===== src/rtl/bist_and_or_cascade.sv =====
// Registered prefix-AND / OR cascade core with an LFSR/MISR built-in self-test engine.
// The functional path is live only while the BIST engine is idle or done.
module bist_and_or_cascade #(
    parameter int unsigned         N_IN     = 4,
    parameter int unsigned         SIG_W    = 16,
    parameter int unsigned         PATTERNS = 15,
    parameter logic [N_IN-1:0]     SEED     = 4'b0001,
    parameter logic [N_IN-1:0]     LFSR_TAP = 4'b1001,
    parameter logic [SIG_W-1:0]    MISR_TAP = 16'h8016,
    parameter logic [SIG_W-1:0]    GOLDEN   = 16'h0000
) (
    input  logic             i_clk,
    input  logic             i_rst_n,
    input  logic [N_IN-1:0]  i_func_in,
    input  logic             i_func_vld,
    output logic             o_func_out,
    output logic             o_func_ovld,
    input  logic             i_bist_start,
    input  logic             i_bist_abort,
    output logic             o_bist_busy,
    output logic             o_bist_done,
    output logic             o_bist_pass,
    output logic [SIG_W-1:0] o_bist_sig
);

    typedef enum logic [1:0] {StIdle, StRun, StFlush, StDone} state_e;

    localparam logic [N_IN-1:0] CNT_LAST = N_IN'(PATTERNS - 1);

    state_e            r_state, w_state_nxt;
    logic [N_IN-1:0]   r_lfsr, w_lfsr_nxt;
    logic [SIG_W-1:0]  r_misr, w_misr_nxt;
    logic [N_IN-1:0]   r_cnt, w_cnt_nxt;
    logic              r_yreg, w_yreg_nxt;
    logic              r_func_out, w_func_out_nxt;
    logic              r_func_ovld, w_func_ovld_nxt;

    logic [N_IN-1:0]   w_core_x;
    logic [N_IN-2:0]   w_and;
    logic [N_IN-2:0]   w_or;
    logic              w_y;
    logic [N_IN-1:0]   w_lfsr_step;
    logic [SIG_W-1:0]  w_misr_step;

    assign w_core_x = (r_state == StRun) ? r_lfsr : i_func_in;

    // Stage k: w_and[k] = p(k), w_or[k] = x0 | p1 | ... | p(k).
    always_comb begin
        w_and    = '0;
        w_or     = '0;
        w_and[0] = w_core_x[0];
        w_or[0]  = w_core_x[0];
        for (int k = 1; k <= int'(N_IN) - 2; k++) begin
            w_and[k] = w_and[k-1] & w_core_x[k];
            w_or[k]  = w_or[k-1] | w_and[k];
        end
    end

    assign w_y         = w_or[N_IN-2] | w_core_x[N_IN-1];
    assign w_lfsr_step = {r_lfsr[N_IN-2:0], ^(r_lfsr & LFSR_TAP)};
    assign w_misr_step = {r_misr[SIG_W-2:0], (^(r_misr & MISR_TAP)) ^ r_yreg};

    always_comb begin
        w_state_nxt     = r_state;
        w_lfsr_nxt      = r_lfsr;
        w_misr_nxt      = r_misr;
        w_cnt_nxt       = r_cnt;
        w_yreg_nxt      = r_yreg;
        w_func_out_nxt  = r_func_out;
        w_func_ovld_nxt = 1'b0;
        unique case (r_state)
            StIdle, StDone: begin
                w_func_out_nxt  = w_y;
                w_func_ovld_nxt = i_func_vld;
                if (i_bist_start) begin
                    w_state_nxt = StRun;
                    w_lfsr_nxt  = SEED;
                    w_misr_nxt  = '0;
                    w_cnt_nxt   = '0;
                end
            end
            StRun: begin
                w_yreg_nxt = w_y;
                w_lfsr_nxt = w_lfsr_step;
                w_cnt_nxt  = r_cnt + 1'b1;
                // yreg is stale on the first RUN cycle
                if (r_cnt != '0) begin
                    w_misr_nxt = w_misr_step;
                end
                if (r_cnt == CNT_LAST) begin
                    w_state_nxt = StFlush;
                end
            end
            StFlush: begin
                w_misr_nxt  = w_misr_step;
                w_state_nxt = StDone;
            end
            default: w_state_nxt = StIdle;
        endcase
        if (i_bist_abort) begin
            w_state_nxt = StIdle;
            w_lfsr_nxt  = SEED;
            w_misr_nxt  = '0;
            w_cnt_nxt   = '0;
            w_yreg_nxt  = 1'b0;
        end
    end

    always_ff @(posedge i_clk or negedge i_rst_n) begin
        if (!i_rst_n) begin
            r_state     <= StIdle;
            r_lfsr      <= SEED;
            r_misr      <= '0;
            r_cnt       <= '0;
            r_yreg      <= 1'b0;
            r_func_out  <= 1'b0;
            r_func_ovld <= 1'b0;
        end else begin
            r_state     <= w_state_nxt;
            r_lfsr      <= w_lfsr_nxt;
            r_misr      <= w_misr_nxt;
            r_cnt       <= w_cnt_nxt;
            r_yreg      <= w_yreg_nxt;
            r_func_out  <= w_func_out_nxt;
            r_func_ovld <= w_func_ovld_nxt;
        end
    end

    assign o_func_out  = r_func_out;
    assign o_func_ovld = r_func_ovld;
    assign o_bist_busy = (r_state == StRun) || (r_state == StFlush);
    assign o_bist_done = (r_state == StDone);
    assign o_bist_pass = (r_state == StDone) && (r_misr == GOLDEN);
    assign o_bist_sig  = r_misr;

endmodule


===== config.mk =====
export PLATFORM = sky130hd
export DESIGN_NAME = bist_and_or_cascade
export DESIGN_NICKNAME = d
export VERILOG_FILES = /design/src/rtl/bist_and_or_cascade.sv
export SDC_FILE = /design/constraint.sdc
export NUM_CORES = 1
export LEC_CHECK = 0
export ABC_AREA = 1
export CORE_MARGIN = 4
export CORE_UTILIZATION = 50
export DETAILED_ROUTE_END_ITERATION = 10
export PLACE_DENSITY = 0.78
export REMOVE_ABC_BUFFERS = 1
export SYNTH_ARGS = -nofsm -noshare
export SYNTH_HDL_FRONTEND = slang
export SYNTH_SLANG_ARGS = --single-unit

===== constraint.sdc =====
create_clock -name i_clk -period 1.9 [get_ports i_clk]
set_clock_uncertainty 0.2 [all_clocks]
set_input_delay 0.38 -clock i_clk [delete_from_list [all_inputs] [get_ports i_clk]]
set_output_delay 0.38 -clock i_clk [all_outputs]
set_load 0.02 [all_outputs]

==> results of run 1 <==
==> report_power, final <==
| part | switching [mW] | total [mW] | leakage [nW] | internal [mW] |
|---|---|---|---|---|
| Clock | 0.218 | 0.432 | 0.0413 | 0.214 |
| Combinational | 0.557 | 0.887 | 0.669 | 0.330 |
| Sequential | 0.0476 | 0.743 | 0.392 | 0.695 |
==> per-stage QoR <==
stage          hold slack [ns]  setup slack, ns
3_5_place_dp             0.274           -0.181
4_1_cts                  0.225           -0.102
3_3_place_gp             0.275           -0.156
6_report                 0.216          -0.0549
2_1_floorplan           -0.116            0.164
5_1_grt                  0.258           -0.138
==> registers in the layout, indices dropped and copies added (netlist names) <==
register,flops
o_bist_sig,16
o_func_ovld,1
r_cnt,4
r_state,2
o_func_out,1
r_yreg,1
r_lfsr,4
==> cell families after synthesis <==
kind of cell / count (synthesis)
buffers and inverters: 32
XOR/XNOR: 3
flip-flops: 29
adder cells (fa/ha/maj): 5
AND/OR/NAND/NOR: 75
AO/OA/AOI/OAI: 25
==> per-layer routing <==
metal  GRT usage (%)  up-vias  share of wire, %
li1                -      652                 -
met1            22.8      623                44
met2            33.2       39                49
met3            5.94        8               5.5
met4            5.79        0               1.4
met5               0        -                 0
==> worst paths after layout <==
kind	from	to	slack [ns]
min reg2reg	o_bist_sig[12]	o_bist_sig[12]	0.31
max	o_bist_sig[3]	o_bist_pass	-0.05
min in group i_clk	o_bist_sig[12]	o_bist_sig[12]	0.31
min	i_rst_n	r_lfsr[1]	0.22
max reg2reg	r_state[0]	o_bist_sig[2]	0.14
max in group asynchronous	i_rst_n	r_lfsr[0]	0.97
==> placed cells by master (no fill, tap or decap), types with 2 or more instances in the layout <==
| cell type | instances |
|---|---|
| clkbuf_4 | 5 |
| clkbuf_8 | 2 |
| xor2_1 | 2 |
| inv_1 | 22 |
| buf_4 | 28 |
| dfrtp_1 | 28 |
| nand4_1 | 3 |
| nand2_2 | 3 |
| o22ai_1 | 3 |
| ha_1 | 5 |
| clkdlybuf4s50_1 | 7 |
| nand3_4 | 2 |
| o21ai_0 | 8 |
| nand3_1 | 11 |
| nand2_1 | 44 |
| o21ai_2 | 10 |
| dlygate4sd2_1 | 16 |
| inv_2 | 7 |
| nor2_1 | 7 |
==> cell type report <==
| class | instances | area, sq um | share of cell area (%) |
|---|---|---|---|
| Clock inverter | 1 | 5.00 | 0.246 |
| Sequential cell | 29 | 727 | 35.7 |
| Timing Repair Buffer | 54 | 449 | 22.1 |
| Inverter | 30 | 115 | 5.66 |
| Multi-Input combinational cell | 108 | 634 | 31.2 |
| Clock buffer | 7 | 65.1 | 3.20 |
| Tap cell | 31 | 38.8 | 1.91 |
==> timing repair <==
action                                  4_1_cts  5_1_grt
resized for setup                            29       11
endpoints found under the setup margin       19        4
cloned                                        0        0
endpoints found under the hold margin         0        0
==> out/qor.yml, run 1 <==
critical-path-top-delay-family: "simple AND/OR/NAND/NOR gates"
hp-class: "in -> async"
asyncSetResetFlopFracSynth_pct: 100
maxCapViolations: 0
route.antenna.remaining_nets: 0
unrepaired_setup_endpoints_after_global_routing: "yes"
synthDominantAreaCellType: "dfrtp_1"
cts_tree: "built"
period_share_pct: 103
finish.cell_count_without_fillers: 260
yosys_register_bits: 29
yosys.cell_count.top_type: "nand2_1"
dpl_cell_area_sq_um: 1980
critical_path.slowest_cell: "dfrtp_1"
mappedNetlistArea_sq_um: 1490
grt_max_degree: 30
die_height_um: 62.6
netlist_top_cells_area: "dfrtp_1, nand2_1, inv_1"
initial_antenna_violation_count: 0
report.final.slew_viol_count: 0
worst_setup_path_end_kind: "output pin"
yosys_warnings: 0
insertedDiodeCount: 0
synth_compound_area_share_pct: 12.2
p_leak_nw: 1.10
design_power_total_mw: 2.06
drive_above_1_share_pct: 29.3
synth_simple_gate_area_share_pct: 23.6
critical_path.cell_chain: "inv_2 > nand4_1 > nor2_1 > nand4_1 > nor2_1 > buf_4"
tritoncts_buffers: 5
cts.htree.levels: 2
synthesis.instances: 169
synth_top_area_share_pct: 46.9
synth_adder_area_share_pct: 4.19
placed_cells: 252
die_w_um: 62.6
drt_first_pass_iters: 4
post_synthesis_cell_type_count: 26
cts_max_path_buffers: 2
cp_data_arrival_time_ns: 1.37
holdBufCountCts: 0
hold_viol_final: 0
worst_setup_path_start_kind: "flip-flop"
post_detailed_route_drc_marker_count: 0
final_setup_violations: 1
timing.fmax_ghz: 0.512
clock_period_minus_worst_slack_ns: 1.95
timing.critical_path.buf_inv: 2
io-pin-count: 30
die-area_sq_um: 3920
synth.area.mux_share_pct: 0
slew-limit-headroom_pct: 75.1
gp_congestion: 0.804
worst_slew_pin_slew_ns: 0.373
grt.total_usage_pct: 19.2
placeableCoreArea_sq_um: 2810
routedWlPerCell_um: 13.0
fin_area_sq_um: 2030
crit_fanout: 2
clockRootBuffer: "clkbuf_4"
fillers: 226
clkTransAtPathRegs_ns: 0.09
leftover_overflow_at_the_end_of_global_routing: 0
worstSetupPathType: "reg -> out"
postCtsSetupRepairBufs: 0
outcome: "complete, but fails checks"
post_synth_xor_area_fraction_pct: 1.76
pwr_density_cell_nw_per_um2: 1010
layout.core_utilization_pct: 72.5
first_global_vias: 1304
main_combinational_cell_family_by_area_after_synthesis: "simple AND/OR/NAND/NOR gates"
cp_num_cells: 6
failed_checks: "negative setup slack"
post-dp-hpwl_um: 2620
worst_skew_pair.late_latency_ns: 0.33
detailroute.via_count: 1322
drt-vias-per-instance: 5.08
synth_top_flop_cell: "dfrtp_1"
final_net_count: 242
finalWorstSetupSlack_ns: -0.0549
synth_area_per_cell_sq_um: 8.83
yosys-top-cells-count: "nand2_1, dfrtp_1, inv_1, nand3_1, o21ai_2"
totalWireLength_um: 3390
placementRows: 19
timing.critical_path.slowest_cell_delay_ns: 0.41
ir_drop_v: 0.00104
synth_edf_count: 0
numPortBuffers: 27
synth_seq_area_share_pct: 48.7
clock_sink_count: 29
synthToLayoutAreaGrowth_pct: 36.3
start_util_pct: 53.2
r2r.worst_path.cells: 6
setup-tns-final_ns: -0.0549
grt_pass1_wl_um: 5950
critPathRequiredTime_ns: 1.32
dr.first_iter.drc_count: 54
Note: power is estimated with default switching activity, not from simulation.
==> inputs of run 2 (changes only) <==
--- a/config.mk
+++ b/config.mk
@@ -9,7 +9,7 @@
 export CORE_MARGIN = 4
 export CORE_UTILIZATION = 50
 export DETAILED_ROUTE_END_ITERATION = 10
-export PLACE_DENSITY = 0.78
+export PLACE_DENSITY_LB_ADDON = 0.3
 export REMOVE_ABC_BUFFERS = 1
 export SYNTH_ARGS = -nofsm -noshare
 export SYNTH_HDL_FRONTEND = slang
==> run 2 against run 1 <==
  * The flow still finishes with violations (negative setup slack)
  * Clock power shrank 17%
  * Fmax grew 0.13%
  * Critical path depth is the same
  * Sequential cell count is the same
  * Power shrank 3.4%
  * Register-to-register slack gained 0.04 ns
  * Final cell count shrank 0.77%
  * First-iteration DRC count shrank 20%
  * Hold slack lost 0.034 ns
  * Combinational power shrank 0.9%
  * Critical path type unchanged
  * Largest cell class unchanged
  * Largest power group unchanged
==> out/qor.yml, run 2 (synthesis results as in run 1) <==
outcome: "complete, but fails checks"
failed_checks: "negative setup slack"
route.antenna.remaining_nets: 0  # unchanged
hold_viol_final: 0  # unchanged
grt_max_degree: 30  # unchanged
post_detailed_route_drc_marker_count: 0  # unchanged
grt_pass1_wl_um: 5860  # -1.5%
period_share_pct: 103  # -0.13 points
unrepaired_setup_endpoints_after_global_routing: "yes"
die_w_um: 62.6  # unchanged
postCtsSetupRepairBufs: 0  # unchanged
clock_period_minus_worst_slack_ns: 1.95  # -0.00251 ns
totalWireLength_um: 3260  # -3.7%
insertedDiodeCount: 0  # unchanged
initial_antenna_violation_count: 0  # unchanged
critical-path-top-delay-family: "simple AND/OR/NAND/NOR gates"
clockRootBuffer: "clkbuf_4"
worst_slew_pin_slew_ns: 0.240  # -0.133 ns
worst_setup_path_start_kind: "flip-flop"
die_height_um: 62.6  # unchanged
pwr_density_cell_nw_per_um2: 988  # -2.5%
number_of_flip_flops_under_the_largest_register_name: 16  # unchanged
final_setup_violations: 1  # unchanged
fin_hold_ws_ns: 0.182  # -0.0340 ns
layout_commonest_cell: "nand2_1"
crit_fanout: 3  # +1
maxCapViolations: 0  # unchanged
synthToLayoutAreaGrowth_pct: 35.0
gr-usage-met3_pct: 4.50  # -1.4 points
placeableCoreArea_sq_um: 2810  # unchanged
clock_sink_count: 29  # unchanged
p_leak_nw: 1.09  # -1.1%
layout_common_cells: "nand2_1, dfrtp_1, buf_4"
met1_usage_pct: 20.8  # -2.0 points
slew-limit-headroom_pct: 83.9  # +8.8 points
gp_congestion: 0.870  # +8.1%
final_net_count: 240  # -0.83%
multiInputGateArea_sq_um: 642  # +1.2%
globalRouteMet2Util_pct: 32.5  # -0.67 points
post-dp-hpwl_um: 2530  # -3.5%
dr.first_iter.drc_count: 43  # -20%
worst_skew_pair.late_latency_ns: 0.34  # about the same
critical_path.slowest_cell: "dfrtp_1"
io-pin-count: 30  # unchanged
fillers: 224  # -0.88%
first_global_vias: 1362  # +4.4%
finalWorstSetupSlack_ns: -0.0524  # +0.00251 ns
cp_data_arrival_time_ns: 1.37  # about the same
placementRows: 19  # unchanged
timing.critical_path.buf_inv: 2  # unchanged
critical_path.cell_chain: "inv_2 > nand4_1 > nor2_1 > nand4_1 > nor2_1 > buf_4"
die-area_sq_um: 3920  # unchanged
cts.htree.levels: 2  # unchanged
grt.total_usage_pct: 18.9  # -0.35 points
worstSetupPathType: "reg -> out"
cts_tree: "built"
cts_max_path_buffers: 2  # unchanged
leftover_overflow_at_the_end_of_global_routing: 0  # unchanged
routedWlPerCell_um: 12.6  # -3.0%
hp-class: "in -> async"
critPathRequiredTime_ns: 1.32  # about the same
drive_above_1_share_pct: 27.3  # -1.9 points
grt_most_used_layer: "met2"
start_util_pct: 53.2  # unchanged
drt_first_pass_iters: 4  # unchanged
clkTransAtPathRegs_ns: 0.09  # about the same
timing.fmax_ghz: 0.512  # +0.13%
tritoncts_buffers: 5  # unchanged
worst_setup_path_end_kind: "output pin"
drt-vias-per-instance: 5.10  # +0.24%
timing.critical_path.slowest_cell_delay_ns: 0.41  # about the same
numPortBuffers: 27  # unchanged
report.final.slew_viol_count: 0  # unchanged
ff_latch_area_sq_um: 727  # unchanged
setup-tns-final_ns: -0.0524  # +0.00251 ns
detailroute.via_count: 1315  # -0.53%
ir_drop_v: 0.00104  # about the same
holdBufCountCts: 0  # unchanged
==> run 2: report_power, final <==
group	internal, mW	leakage (nW)	switching (mW)
Clock	0.140	0.0320	0.219
Sequential	0.695	0.392	0.0573
Combinational	0.331	0.666	0.548
Total	1.17	1.09	0.824
==> run 2: timing repair <==
item,CTS,global route
gates resized for setup,33,5
pin swaps,1,0
endpoints found under the setup margin,20,3
==> run 2: final cells by class <==
type | count | share of cell area (%)
sequential | 29 | 36.1
multi-input combinational | 108 | 31.8
timing repair buffer | 52 | 21.9
inverter | 30 | 5.71
clock buffer | 6 | 2.05
tap | 31 | 1.92
clock inverter | 2 | 0.497
==> run 2: worst paths after layout <==
kind | cells after the start | startpoint | slack (ns) | endpoint
worst max register to register | 7 | r_state[1] | 0.18 | o_bist_sig[1]
min in group i_clk | 2 | r_lfsr[0] | 0.31 | r_lfsr[0]
worst max-delay path | 6 | o_bist_sig[3] | -0.05 | o_bist_pass
worst min register to register | 2 | r_lfsr[0] | 0.31 | r_lfsr[0]
worst min-delay path | 2 | i_rst_n | 0.18 | o_bist_sig[3]
max in group asynchronous | 2 | i_rst_n | 1.08 | r_lfsr[0]
==> run 2: metal layers <==
metal / share of wire (%) / vias up
met5: 0 / -
met4: 1.9 / 0
met3: 5.2 / 6
met2: 50 / 32
met1: 43 / 628
li1: - / 649
==> run 2: per-stage QoR <==
step / total power, mW / setup slack [ns] / cells / util [%] / instance area, sq um
floorplan: 1.29 / 0.164 / 167 / - / 1470
global placement: 1.61 / -0.165 / 250 / 70.4 / 1980
detailed placement: 1.64 / -0.187 / 250 / 70.4 / 1980
CTS: 1.96 / -0.0759 / 258 / 71.1 / 2000
global route: 2.15 / -0.232 / 258 / 71.9 / 2020
finish: 1.99 / -0.0524 / 258 / 71.9 / 2020
